File: src/rtl/pipeline_pkg.sv
// Shared pipeline types for the memory stage: M/W bundles, FSM states,
// the W-stage bubble constant and small bundle helpers.
package pipeline_pkg;

  localparam int XLEN = 32;

  typedef enum logic {
    IDLE,
    WAIT
  } mem_state_t;

  typedef struct packed {
    logic [XLEN-1:0] alu_result;
    logic [XLEN-1:0] write_data;
    logic [XLEN-1:0] pc_plus4;
    logic [4:0]      rd;
    logic            reg_write;
    logic            result_src;
    logic            wd_mem;
    logic            is_load;
    logic            wd3_src;
  } m_bundle_t;

  typedef struct packed {
    logic [XLEN-1:0] read_data;
    logic [XLEN-1:0] alu_result;
    logic [XLEN-1:0] pc_plus4;
    logic [4:0]      rd;
    logic            reg_write;
    logic            result_src;
    logic            wd3_src;
  } w_bundle_t;

  localparam w_bundle_t W_NOP = '0;

  function automatic logic is_access(m_bundle_t m);
    return m.is_load | m.wd_mem;
  endfunction

  // load wins when both enables are (illegally) set
  function automatic logic is_store(m_bundle_t m);
    return m.wd_mem & ~m.is_load;
  endfunction

  function automatic w_bundle_t to_wb(
    m_bundle_t       m,
    logic [XLEN-1:0] rdata
  );
    w_bundle_t w;
    w.read_data  = m.is_load ? rdata : '0;
    w.alu_result = m.alu_result;
    w.pc_plus4   = m.pc_plus4;
    w.rd         = m.rd;
    w.reg_write  = m.reg_write;
    w.result_src = m.result_src;
    w.wd3_src    = m.wd3_src;
    return w;
  endfunction

endpackage

File: src/rtl/pipeline_MEMtoWB.sv
// MEM->WB pipeline register: loads the completed result each cycle,
// or a bubble while the memory access is outstanding.
module pipeline_MEMtoWB
  import pipeline_pkg::*;
(
  input  logic            clk,
  input  logic            rst_n,
  input  m_bundle_t       src_i,
  input  logic [XLEN-1:0] rdata_i,
  input  logic            bubble_i,
  output w_bundle_t       w_o
);

  w_bundle_t w_d;
  w_bundle_t w_q;

  always_comb begin
    w_d = to_wb(src_i, rdata_i);
    if (bubble_i) w_d = W_NOP;
  end

  always_ff @(posedge clk or negedge rst_n) begin
    if (!rst_n) w_q <= W_NOP;
    else        w_q <= w_d;
  end

  assign w_o = w_q;

endmodule

File: src/rtl/mem_access_stage.sv
// Memory stage: issues data-memory req/ack accesses and stalls until ack.
// Optional WAIT timeout with sticky mem_err enabled by MEM_TIMEOUT_EN.
module mem_access_stage
  import pipeline_pkg::*;
#(
  parameter int WIDTH          = 32,
  parameter int TIMEOUT_CYCLES = 64
) (
  input  logic             clk,
  input  logic             rst_n,
  input  logic [WIDTH-1:0] ALUResultM,
  input  logic [WIDTH-1:0] WriteDataM,
  input  logic [WIDTH-1:0] PCPlus4M,
  input  logic [4:0]       RdM,
  input  logic             RegWriteM,
  input  logic             ResultSrcM,
  input  logic             WDMEM,
  input  logic             isLoadM,
  input  logic             WD3SrcM,
  output logic             mem_req,
  output logic             mem_we,
  output logic [WIDTH-1:0] mem_addr,
  output logic [WIDTH-1:0] mem_wdata,
  input  logic             mem_ack,
  input  logic [WIDTH-1:0] mem_rdata,
  output logic             stall_o,
  output logic [WIDTH-1:0] ReadDataW,
  output logic [WIDTH-1:0] ALUResultW,
  output logic [WIDTH-1:0] PCPlus4W,
  output logic [4:0]       RdW,
  output logic             RegWriteW,
  output logic             ResultSrcW,
  output logic             WD3SrcW
`ifdef MEM_TIMEOUT_EN
  ,
  output logic             mem_err
`endif
);

  if (WIDTH != XLEN) begin : g_width_chk
    $error("WIDTH must equal pipeline_pkg::XLEN");
  end

  mem_state_t state_q, state_d;
  m_bundle_t  hold_q, hold_d;
  m_bundle_t  m_in;
  m_bundle_t  cur;
  w_bundle_t  w_out;
  logic       req_c;
  logic       stall_c;
  logic       bubble_c;

`ifdef MEM_TIMEOUT_EN
  localparam int CW = $clog2(TIMEOUT_CYCLES + 1);
  localparam logic [CW-1:0] LIM = CW'(TIMEOUT_CYCLES - 1);
  logic [CW-1:0] cnt_q, cnt_d;
  logic          err_q, err_d;
`endif

  always_comb begin
    m_in.alu_result = ALUResultM;
    m_in.write_data = WriteDataM;
    m_in.pc_plus4   = PCPlus4M;
    m_in.rd         = RdM;
    m_in.reg_write  = RegWriteM;
    m_in.result_src = ResultSrcM;
    m_in.wd_mem     = WDMEM;
    m_in.is_load    = isLoadM;
    m_in.wd3_src    = WD3SrcM;
  end

  // in WAIT the M inputs are bubbles; everything comes from the hold reg
  assign cur = (state_q == WAIT) ? hold_q : m_in;

  always_comb begin
    state_d  = state_q;
    hold_d   = hold_q;
    req_c    = 1'b0;
    stall_c  = 1'b0;
    bubble_c = 1'b0;
`ifdef MEM_TIMEOUT_EN
    cnt_d    = cnt_q;
    err_d    = err_q;
`endif
    unique case (state_q)
      IDLE: begin
        hold_d = m_in;
        if (is_access(m_in)) begin
          req_c = 1'b1;
          if (!mem_ack) begin
            stall_c  = 1'b1;
            bubble_c = 1'b1;
            state_d  = WAIT;
`ifdef MEM_TIMEOUT_EN
            cnt_d    = '0;
`endif
          end
        end
      end
      WAIT: begin
        req_c = 1'b1;
        if (mem_ack) begin
          state_d = IDLE;
        end else begin
          bubble_c = 1'b1;
`ifdef MEM_TIMEOUT_EN
          if (cnt_q == LIM) begin
            state_d = IDLE;
            err_d   = 1'b1;
          end else begin
            stall_c = 1'b1;
            cnt_d   = cnt_q + 1'b1;
          end
`else
          stall_c = 1'b1;
`endif
        end
      end
      default: state_d = IDLE;
    endcase
  end

  always_ff @(posedge clk or negedge rst_n) begin
    if (!rst_n) begin
      state_q <= IDLE;
      hold_q  <= '0;
    end else begin
      state_q <= state_d;
      hold_q  <= hold_d;
    end
  end

`ifdef MEM_TIMEOUT_EN
  always_ff @(posedge clk or negedge rst_n) begin
    if (!rst_n) begin
      cnt_q <= '0;
      err_q <= 1'b0;
    end else begin
      cnt_q <= cnt_d;
      err_q <= err_d;
    end
  end

  assign mem_err = err_q;
`endif

  // reset must silence the bus even if M shows an access
  assign mem_req   = req_c & rst_n;
  assign stall_o   = stall_c & rst_n;
  assign mem_we    = mem_req & is_store(cur);
  assign mem_addr  = mem_req ? cur.alu_result : '0;
  assign mem_wdata = mem_req ? cur.write_data : '0;

  pipeline_MEMtoWB u_memtowb (
    .clk      (clk),
    .rst_n    (rst_n),
    .src_i    (cur),
    .rdata_i  (mem_rdata),
    .bubble_i (bubble_c),
    .w_o      (w_out)
  );

  assign ReadDataW  = w_out.read_data;
  assign ALUResultW = w_out.alu_result;
  assign PCPlus4W   = w_out.pc_plus4;
  assign RdW        = w_out.rd;
  assign RegWriteW  = w_out.reg_write;
  assign ResultSrcW = w_out.result_src;
  assign WD3SrcW    = w_out.wd3_src;

endmodule

File: config.mk
export PLATFORM = sky130hd
export DESIGN_NAME = mem_access_stage
export DESIGN_NICKNAME = d
export VERILOG_FILES = /design/src/rtl/pipeline_pkg.sv /design/src/rtl/pipeline_MEMtoWB.sv /design/src/rtl/mem_access_stage.sv
export SDC_FILE = /design/constraint.sdc
export NUM_CORES = 1
export LEC_CHECK = 0
export ABC_AREA = 1
export CORE_AREA = 2 2 135 137
export CTS_CLUSTER_SIZE = 30
export DETAILED_ROUTE_END_ITERATION = 16
export DIE_AREA = 0 0 137 139
export PLACE_DENSITY_LB_ADDON = 0.3
export SYNTH_ARGS = -nofsm -noshare
export SYNTH_HDL_FRONTEND = slang
export SYNTH_HIERARCHICAL = 1
export SYNTH_SLANG_ARGS = --single-unit
File: constraint.sdc
create_clock -name clk -period 3.47 [get_ports clk]
set_clock_uncertainty 0.15 [all_clocks]
set_input_delay 0.5205 -clock clk [delete_from_list [all_inputs] [get_ports clk]]
set_output_delay 0.5205 -clock clk [all_outputs]
set_load 0.05 [all_outputs]
### After elaboration in Yosys (flattened, before gate mapping)

Cells that the tools add are included.

| word-level totals | value |
|---|---|
| bits in registers | 211 |
| input port bits | 141 |
| output and inout port bits | 171 |

| cells by class | value |
|---|---|
| muxes and demuxes | 10 |
| bitwise gates (word level) | 7 |

Operators with widths:

| cell | count |
|---|---|
| $mux 106 | 1 |
| $mux 104 | 1 |
| $mux 32 | 3 |
| $and 1x1->1 | 4 |
| $pmux 1 s2 | 2 |
| $mux 1 | 3 |
| $not 1->1 | 2 |
| $or 1x1->1 | 1 |

### Logic depth before layout (Yosys ltp)

| logic depth | value |
|---|---|
| depth in word-level cells | 5 |
| gate-level depth with buffers | 8 |
| mapped depth without buffers | 6 |

### Hierarchy

The synthesis kept the hierarchy.

Modules (own cells, without submodules):

| module | times used | cells an instance | area an instance (um2) | sequential area each (um2) |
|---|---|---|---|---|
| mem_access_stage | 1 | 596 | 4,807.1 | 2,677.6 |
| pipeline_MEMtoWB | 1 | 327 | 3,502.1 | 2,602.5 |

### Worst setup path before layout

No wires, ideal clock.

| timing | value |
|---|---|
| path type | reg2out |
| from | reg state_q |
| to | out mem_addr[10] |
| arrival time | 1.566 ns |
| required time | 2.799 ns |
| slack | 1.234 ns |
| stages on the path, launching flop included | 7 |
| path buffers | 3 |
| cells stage by stage | dfrtp_1 buf_6 buf_6 buf_6 nand2_1 o21ai_0 nor2_1 |

| between the ends | value |
|---|---|
| longest elaborated chain between the ends | 4 |

Ends and longest elaborated chain:

| item | RTL line | source |
|---|---|---|
| start, declared | mem_access_stage.sv:44 | `mem_state_t state_q, state_d;` |
| start signal, assigned | mem_access_stage.sv:128 | `state_q <= state_d;` |
| $not 1->1 | -- |  |
| $pmux 1 s2 | mem_access_stage.sv:85 | `unique case (state_q)` |
| $and 1x1->1 | mem_access_stage.sv:148 | `assign mem_req = req_c & rst_n;` |
| $mux 32 (*) | mem_access_stage.sv:151 | `assign mem_addr = mem_req ? cur.alu_result : '0;` |
| end, declared | mem_access_stage.sv:22 | `output logic [WIDTH-1:0] mem_addr,` |

Every way passes the cells marked *; elsewhere a longest branch is shown, timed or not.

### Worst setup path after layout

| timing | value |
|---|---|
| from | in rst_n |
| to | out mem_addr[3] |

| between the ends | value |
|---|---|
| longest elaborated chain between the ends | 2 |

Ends and longest elaborated chain:

| item | RTL line | source |
|---|---|---|
| start, declared | mem_access_stage.sv:10 | `input logic rst_n,` |
| $and 1x1->1 | mem_access_stage.sv:148 |  |
| $mux 32 | mem_access_stage.sv:151 |  |

Every way passes these cells.

==> out/metrics.csv <==
stage;metric;value;unit
worst_setup_path;critical_path.cell_chain;dlygate4sd3_1, buf_8, nand2_4, buf_4, nor2_1, buf_12;
sta;finalCritPeriodShare;0.8920;
cells_and_area;multi_input_area;0.001911;mm^2
worst_setup_path;cp.arrival;2.42;ns
min_path;hold_path.class;reg -> reg;
sta;setup_viol;0;
placed_design;port_buffers;311;
worst_setup_path;max_stage_delay;0.57;ns
clocking;cts.reportedPaths.clkPinSlew;0.06;ns
cells_and_area;final_cells;1465;
routing;postRouteAntennaNets;0;
sta;tightest_slew;1.055;ns
pwr;power.internal;4.750;mW
pwr;p_leak;6.605;nW
sta;fmax;323.1;MHz
clocking;cts_setup_buffers;0;
clocking;clk_path_buf_depth;3;
routing;drt_iter0_drc;335;
grt;antenna_found_initial;0;
cells_and_area;regArea;0.005284;mm^2
grt;grt.overflow.total;0;
worst_setup_path;reg2reg_depth;6;
clocking;cts-root-buf;clkbuf_16;
pwr;p_seq_frac;0.402;
sta;rsz0062_at_grt;no;
cells_and_area;drive_gt1_frac;0.1189;
placed_design;hpwl;14920;um
grt;use_met3;0.06542;
worst_setup_path;crit_required;2.80;ns
die;ioPinCount;312;
grt;gr-max-usage-layer;met2;
die;fp.dieW;137;um
routing;vias;6542;
cells_and_area;antenna_cells;0;
die;core;0.01766;mm^2
worst_setup_path;worstPathMaxFanout;45;
min_path;hp-start;hold_q[13]$_DFF_PN0_;
cells_and_area;nets;1364;
pwr;ir_drop;0.0004748;V
placed_design;finalWeightedCongestion;0.7902;
min_path;whs_endpoint;hold_q[13]$_DFF_PN0_;
clocking;numCtsBuffers;22;
cells_and_area;final_util;0.7275;
sta;slew-limit-headroom;0.2962;
logic_synthesis;synth_cells;923;
grt;grt_pass1_wl;33930;um
die;fp.dieArea;0.01904;mm^2
pwr;clkPwrFrac;0.335;
die;initial_core_util;0.4706;
pwr;swShare;0.3073;
worst_setup_path;cp_slowest_cell;dlygate4sd3_1;
clocking;cts_tree;built;
worst_setup_path;r2r_end;u_memtowb/w_o[86]$_DFF_PN0_;
routing;routed_via_density;4.466;
placed_design;place_area;0.01212;mm^2
die;row_count;49;
grt;grt_max_degree;137;
grt;grt_usage;0.2259;
worst_setup_path;start_kind;input port;
logic_synthesis;syn-cell-area;0.008309;mm^2
sta;hold_viol;0;
routing;wl_per_cell;14.56;um
min_path;hold_path_depth;2;
cells_and_area;syn_to_final_growth;54.60;%
worst_setup_path;path_buf_inv;4;
die;dieHeight;139;um
logic_synthesis;avgSynthCellArea;9.002;um^2
clocking;clock_sinks;211;
run_status;status;completed;
logic_synthesis;synth_nets;1064;
placed_design;place_inst;1427;
logic_synthesis;ys_types;17;
worst_setup_path;endpoint_kind;primary output;
routing;drtPass1Iterations;5;
sta;tns;0;ns
routing;drc_errors;0;
worst_setup_path;crit_type;in -> out;
sta;slew_viol_final;0;
logic_synthesis;yosys_warnings;6;
grt;gr-usage-met1;0.2779;
clocking;clk_latency;0.49;ns
grt;grt_use_met2;0.3799;
cells_and_area;nFillCells;1279;
logic_synthesis;ys_ff_latch;211;
sta;whs;0.3267;ns
logic_synthesis;yosysSeqAreaShare;0.6354;
routing;routed_wirelength;21330;um
pwr;p_per_area;533.8;mW/mm^2
worst_setup_path;reg2reg_from;state_q$_DFF_PN0_;
worst_setup_path;crit_family;buffers and inverters;
clocking;cts-htree-levels;1;
sta;period_minus_slack;3.095;ns
pwr;power_frac_comb;0.263;
worst_setup_path;r2r_slack;0.99;ns
cells_and_area;fin_area;0.01285;mm^2
pwr;power_switching;2.108;mW
grt;grt_pass1_vias;6591;
run;cap_violations;0;
-- metrics by stage --
stage / setup WS (ns) / total power, mW
6_report: 0.3747 / 6.858
5_1_grt: 0.2122 / 7.145
4_1_cts: 0.3265 / 6.927
3_5_place_dp: 0.6390 / 4.610
3_3_place_gp: 0.6802 / 4.575
2_1_floorplan: 1.234 / 3.802
-- registers in the layout (all words and copies together) (netlist names) --
register / flops
state_q: 1
u_memtowb/w_o: 104
hold_q: 106
-- layer usage --
| layer | routed length, um | share of wire | vias to the layer above |
|---|---|---|---|
| met5 | 0 | 0 | - |
| met3 | 1685 | 0.079 | 52 |
| li1 | - | - | 3218 |
| met4 | 710 | 0.033 | 0 |
| met2 | 10640 | 0.50 | 221 |
| met1 | 8296 | 0.39 | 3051 |
-- power groups by stage --
| stage | Combinational [mW] | Sequential [mW] | Clock (mW) |
|---|---|---|---|
| 2_1_floorplan | 0.651 | 3.15 | 0 |
| 3_3_place_gp | 1.79 | 2.79 | 0 |
| 3_5_place_dp | 1.81 | 2.80 | 0 |
| 4_1_cts | 1.82 | 2.76 | 2.35 |
| 5_1_grt | 1.93 | 2.77 | 2.44 |
| 6_report | 1.80 | 2.75 | 2.30 |
-- final cells by class --
cell class	instances	share of cell area
repair buffers	321	0.3019
well taps	229	0.02230
inverters	206	0.06019
flip-flops and latches	211	0.4113
multi-input cells	461	0.1487
clock inverters	8	0.005065
clock buffers	29	0.05045
-- worst max path at each step --
stage	start	endpoint	slack, ns	cells after the start
finish	rst_n	mem_addr[3]	0.37	6
floorplan	state_q$_DFF_PN0_	mem_addr[10]	1.23	6
global route	rst_n	mem_addr[30]	0.21	6
detailed placement	isLoadM	mem_addr[3]	0.64	7
global placement	isLoadM	stall_o	0.68	7
CTS	rst_n	mem_addr[3]	0.33	6
-- cell usage in the layout (no fill, tap or decap) --
cell / n
clkdlybuf4s50_1: 243
clkinv_1: 1
o21ai_1: 13
inv_2: 1
bufinv_16: 1
nand2_1: 224
buf_12: 68
nor2_4: 1
clkinv_2: 7
nor2_2: 29
nand2_4: 1
o21ai_0: 51
dlygate4sd3_1: 1
dfrtp_1: 210
clkbuf_16: 23
clkbuf_1: 1
inv_1: 204
nor2_1: 141
a21oi_4: 1
buf_8: 1
clkbuf_8: 5
dfrtp_4: 1
buf_4: 8
-- worst min-delay path: cells and delay by family (launching register included) --
family,cells,cell delay (ns)
DFF,1,0.32
and+or+nand+nor,2,0.12
-- logic make-up after synthesis --
| family | count (synthesis) | share of synthesized area |
|---|---|---|
| buffers and inverters | 251 | 0.1366 |
| and+or+nand+nor | 396 | 0.1888 |
| AOI/OAI and AO/OA | 65 | 0.03915 |
| DFF | 211 | 0.6354 |
-- timing repair --
action	CTS	global route
gates resized for setup	0	0
setup endpoints to repair	0	0
hold buffers	1	0
endpoints found under the hold margin	41	0
-- Yosys cell counts --
cell	number	share of area
a21oi_1	1	0.00060
buf_12	3	0.0072
buf_2	17	0.010
buf_6	16	0.022
clkbuf_1	7	0.0032
clkbuf_2	2	0.0012
clkinv_1	1	0.00045
dfrtp_1	211	0.64
inv_1	204	0.092
inv_2	1	0.00045
nand2_1	224	0.10
nand2_2	1	0.00075
nor2_1	141	0.064
nor2_2	29	0.022
nor2_4	1	0.0014
o21ai_0	51	0.031
o21ai_1	13	0.0078
No activity file was read; power rests on OpenSTA's default activity.
